===== config.mk =====
export PLATFORM = sky130hd
export DESIGN_NAME = mux_scan_n
export DESIGN_NICKNAME = d
export VERILOG_FILES = /design/src/rtl/mux_scan_n_pkg.sv /design/src/rtl/mux_scan_n_muxb.sv /design/src/rtl/mux_scan_n.sv
export SDC_FILE = /design/constraint.sdc
export NUM_CORES = 1
export LEC_CHECK = 0
export ABC_CLOCK_PERIOD_IN_PS = 4260
export CELL_PAD_IN_SITES_DETAIL_PLACEMENT = 1
export CELL_PAD_IN_SITES_GLOBAL_PLACEMENT = 1
export CORE_MARGIN = 2
export CORE_UTILIZATION = 30
export CTS_CLUSTER_DIAMETER = 100
export DETAILED_ROUTE_END_ITERATION = 6
export MAX_ROUTING_LAYER = met4
export PLACE_DENSITY = 0.77
export SYNTH_ARGS = -nofsm -noshare
export SYNTH_HDL_FRONTEND = slang
export SYNTH_SLANG_ARGS = --single-unit

===== constraint.sdc =====
create_clock -name clk -period 4.26 [get_ports clk]
set_input_delay 0.852 -clock clk [delete_from_list [all_inputs] [get_ports clk]]
set_output_delay 0.852 -clock clk [all_outputs]
set_load 0.005 [all_outputs]

===== src/rtl/mux_scan_n_pkg.sv =====
// mux_scan_n shared definitions.
// Mode encodings for the direct/scan select input.
package mux_scan_n_pkg;

    localparam logic MUX_MODE_DIRECT = 1'b0;
    localparam logic MUX_MODE_SCAN   = 1'b1;

endpackage


===== src/rtl/mux_scan_n_muxb.sv =====
// muxb_n: combinational N:1 binary-select mux over a packed K-bit bus.
// Channel i lives at d[i*K +: K].
module muxb_n #(
    parameter int K = 4,
    parameter int N = 8,
    localparam int S = $clog2(N)
) (
    input  logic [N*K-1:0] d,
    input  logic [S-1:0]   sel,
    output logic [K-1:0]   y
);

    assign y = d[sel*K +: K];

endmodule


===== src/rtl/mux_scan_n.sv =====
// mux_scan_n: N-channel registered mux, direct select or round-robin scan.
// Define MUX_SCAN_PARITY_EN to add the registered even-parity output out_par.
module mux_scan_n
    import mux_scan_n_pkg::*;
#(
    parameter int K     = 4,
    parameter int N     = 8,
    parameter int LOG2N = 3
) (
    input  logic             clk,
    input  logic             rst,
    input  logic             mode,
    input  logic [LOG2N-1:0] sel,
    input  logic [N-1:0]     mask,
    input  logic [N*K-1:0]   d,
    input  logic             out_ready,
    output logic             out_valid,
    output logic [K-1:0]     out,
    output logic [LOG2N-1:0] out_ch
`ifdef MUX_SCAN_PARITY_EN
    ,
    output logic             out_par
`endif
);

    logic [LOG2N-1:0] ptr;
    logic [2*N-1:0]   dbl;
    logic [N-1:0]     rot;
    logic [LOG2N-1:0] off;
    logic [LOG2N-1:0] c;
    logic [LOG2N-1:0] idx;
    logic             any;
    logic             hit;
    logic             scan;
    logic             load;
    logic [K-1:0]     dsel;

    // rot[j] is the enable of channel (ptr + j) mod N
    assign dbl = {mask, mask} >> ptr;
    assign rot = dbl[N-1:0];

    always_comb begin
        off = '0;
        any = 1'b0;
        for (int j = N - 1; j >= 0; j--) begin
            if (rot[j]) begin
                off = LOG2N'(j);
                any = 1'b1;
            end
        end
    end

    assign c    = ptr + off;
    assign scan = (mode == MUX_MODE_SCAN);
    assign idx  = scan ? c : sel;
    assign hit  = scan ? any : mask[sel];
    assign load = !out_valid || out_ready;

    muxb_n #(
        .K (K),
        .N (N)
    ) u_mux (
        .d   (d),
        .sel (idx),
        .y   (dsel)
    );

    always_ff @(posedge clk) begin
        if (rst) begin
            out_valid <= 1'b0;
            out       <= '0;
            out_ch    <= '0;
            ptr       <= '0;
        end else if (load) begin
            if (hit) begin
                out       <= dsel;
                out_ch    <= idx;
                out_valid <= 1'b1;
                if (scan)
                    ptr <= c + 1'b1;
            end else begin
                out_valid <= 1'b0;
            end
        end
    end

`ifdef MUX_SCAN_PARITY_EN
    always_ff @(posedge clk) begin
        if (rst)
            out_par <= 1'b0;
        else if (load && hit)
            out_par <= ^dsel;
    end
`else
`endif

endmodule

==> results.json, run 1 <==
{
  "status": "finished with violations",
  "violations": "setup timing",
  "syn_area_um2": 1582,
  "final_area_um2": 2549,
  "max-cap-violations": 0,
  "finalSetupTns_ns": -0.01074,
  "nets": 303,
  "endpoint_kind": "flip-flop",
  "setup_slack_ns": -0.006807,
  "max_freq_ghz": 0.2344,
  "worst_pin_slew_ns": 0.6133,
  "n_antenna_cell": 0,
  "power.density_nw_per_um2": 426.0,
  "rows": 26,
  "syn_nets": 219,
  "slew_violations": 0,
  "antenna_found_initial": 0,
  "synth_area_leader_cell": "dfxtp_1",
  "vias": 1850,
  "post-route-min-period_ns": 4.267,
  "pre_cts_slack_ns": -0.6103,
  "tritoncts": "yes",
  "synth_top_area_share_pct": 13.92,
  "rsz0062_at_grt": "yes",
  "placed_cell_area_um2": 2341,
  "synth-seq-cells": 11,
  "slew-limit-headroom_pct": 58.92,
  "overflow": 0,
  "arrival_ns": 4.42,
  "clk_latency_ns": 0.25,
  "clkTransAtPathRegs_ns": 0.06,
  "fp.dieH_um": 76.61,
  "core_um2": 5107,
  "cts_buffers": 3,
  "htreeDepth": 1,
  "grt_pass1_vias": 1963,
  "netlist_instances": 169,
  "wl_um": 6934,
  "cts_hold_buffers": 0,
  "drive_above_1_share_pct": 35.32,
  "cp.required_ns": 4.42,
  "synth_cell_types": 47,
  "power_w": 0.001086,
  "fp.dieArea_um2": 5868,
  "grt_pass1_wl_um": 10490,
  "cp_max_fo": 7,
  "post-dp-hpwl_um": 4600,
  "multi_input_area_um2": 1336,
  "root_buffer": "clkbuf_8",
  "ys_warn_count": 0,
  "track_usage_pct": 23.49,
  "start_util_pct": 30.97,
  "pin_count": 55,
  "cts_buffer_depth": 2,
  "start_kind": "input port",
  "grt_max_degree": 23,
  "clock-sinks": 11,
  "hold_class": "flip-flop to flip-flop",
  "io_buffers": 54,
  "vias_per_cell": 5.745,
  "register_area_um2": 220.2,
  "synth_edf_count": 0,
  "final_cell_count_no_fill": 322,
  "post-route-period-util_pct": 100.2,
  "filler_cell_count": 596,
  "dp.cells": 314,
  "p_leak_nw": 0.9950,
  "skew_ns": 0.007462,
  "synthTopCellsByArea": "dfxtp_1 14%, mux2i_1 14%, mux4_2 8.5%",
  "finalHoldViolCount": 0,
  "ant_nets": 0,
  "wl_per_cell_um": 21.53,
  "drcViolationCount": 0,
  "syn_to_final_growth_pct": 61.15,
  "setup_violations": 2,
  "synth_ff_type": "dfxtp_1",
  "ys_async_sr_fraction_pct": 0,
  "drtIter0Drc": 69,
  "drt_pass1_iterations": 4,
  "gp_congestion": 0.9038,
  "vdd_drop_max_uv": 220.0,
  "critical_path_class": "input port to flip-flop",
  "die_w_um": 76.61,
  "ys_seq_area_share_pct": 13.92,
  "avgSynthCellArea_um2": 9.358
}
==> power by group <==
part | internal [W] | switching, W
clock network | 0.0000663 | 0.0000493
registers | 0.000129 | 0.0000280
logic | 0.000419 | 0.000394
total | 0.000614 | 0.000471
==> routing by layer <==
layer / track usage, % / up-vias / wire (um)
met1: 26.62 / 934 / 2726
li1: - / 834 / -
met2: 42.30 / 64 / 3635
met3: 4.265 / 18 / 348
met5: - / - / 0
met4: 6.545 / 0 / 223
==> layout make-up <==
type / count / share of cell area, %
clock buffer: 4 / 1.767
inverter: 5 / 0.7364
multi-input combinational: 140 / 52.43
sequential: 11 / 8.640
tap: 70 / 3.436
timing repair buffer: 92 / 32.99
==> through the flow <==
stage               util (%)  hold slack, ns
floorplan                  -          0.4850
detailed placement     45.84          0.4988
finish                 49.90          0.5093
global route           49.90          0.5440
CTS                    49.36          0.5060
global placement       45.84          0.4908
==> sequential cells by signal, indices dropped and copies added, names as in the netlist <==
name / cells
out_valid: 1
out: 4
out_ch: 3
ptr: 3
==> cells by family (layout without fill, tap and decap cells) <==
family	after synthesis	count (layout)	share of synthesized area, %
fa+ha+maj	3	3	2.848
compound gates	56	56	25.71
buf+inv	18	101	10.60
mux	37	37	32.67
xor+xnor	2	2	1.108
flops	11	11	13.92
simple gates	42	42	13.13
==> cell usage in the layout (no fill, tap or decap), types with 2 or more instances in the layout <==
| master | count |
|---|---|
| nor2_1 | 15 |
| o21ai_2 | 2 |
| clkdlybuf4s50_1 | 46 |
| dlygate4sd2_1 | 2 |
| nor3_1 | 2 |
| o21ai_0 | 3 |
| a21oi_2 | 3 |
| clkbuf_8 | 3 |
| nor2b_1 | 4 |
| o32ai_1 | 2 |
| inv_1 | 4 |
| buf_4 | 35 |
| nand2_1 | 7 |
| nor2b_2 | 3 |
| mux4_2 | 9 |
| o32a_1 | 2 |
| nand2b_1 | 3 |
| dfxtp_1 | 11 |
| mux2i_4 | 5 |
| a31oi_1 | 4 |
| buf_6 | 7 |
| a21oi_1 | 8 |
| mux2i_2 | 2 |
| o211a_1 | 2 |
| mux2i_1 | 15 |
| nand3_1 | 3 |
| a211oi_2 | 5 |
| a211oi_1 | 9 |
| a21o_2 | 2 |
| mux2_2 | 5 |
==> repair_timing <==
action	4_1_cts	5_1_grt
pin swaps	13	11
resized for setup	46	21
endpoints found under the setup margin	5	5
cloned	2	0
setup buffers	5	0
==> cell usage after synthesis, types with 2 or more instances <==
cell      count
nor2_1       15
o21ai_0       6
dfxtp_1      11
nor3_1        2
a211oi_1     14
o32a_1        2
nor2b_1       7
mux2i_1      22
a21oi_1      11
inv_1         4
mux4_2        6
o32ai_1       2
o211a_1       2
nand2b_1      3
buf_4         3
mux2_2        5
clkbuf_8      8
ha_1          2
mux4_1        4
a21o_2        2
a31oi_1       4
nand2_1       7
nand3_1       3
==> critical path, cell delays in order <==
cell and delay, ns:
clkdlybuf4s15_1 0.25, buf_4 0.20, mux2i_2 0.20, a21oi_2 0.10
o21a_1 0.22, buf_4 0.14, nor2_1 0.15, o21ai_2 0.08
buf_4 0.14, a221oi_4 0.24, o31ai_2 0.08, ha_2 0.19
fa_1 0.56, mux2i_4 0.11, buf_6 0.17, nor2b_1 0.16
a211oi_2 0.05, a21oi_1 0.14, mux2i_1 0.10, a211oi_1 0.27
==> path summary, 6_finish.rpt <==
check                               from                     end  slack (ns)  cells after the start
setup / recovery                 mask[4]     out[2]$_SDFFE_PP0P_      -0.007                     20
setup reg to reg     ptr[0]$_SDFFE_PP0P_     out[0]$_SDFFE_PP0P_        0.14                     16
hold reg to reg   out_ch[0]$_SDFFE_PP0P_  out_ch[0]$_SDFFE_PP0P_        0.51                      2
hold / removal    out_ch[0]$_SDFFE_PP0P_  out_ch[0]$_SDFFE_PP0P_        0.51                      2
Power figures use the tool's default switching activity.
==> inputs of run 2 (changes only) <==
--- a/config.mk
+++ b/config.mk
@@ -12,6 +12,7 @@
 export CORE_UTILIZATION = 30
 export CTS_CLUSTER_DIAMETER = 100
 export DETAILED_ROUTE_END_ITERATION = 6
+export HOLD_SLACK_MARGIN = 0.12
 export MAX_ROUTING_LAYER = met4
 export PLACE_DENSITY = 0.77
 export SYNTH_ARGS = -nofsm -noshare
==> results of run 2 <==
Same layout as run 1: the final DEF is identical, and so are final timing and power.
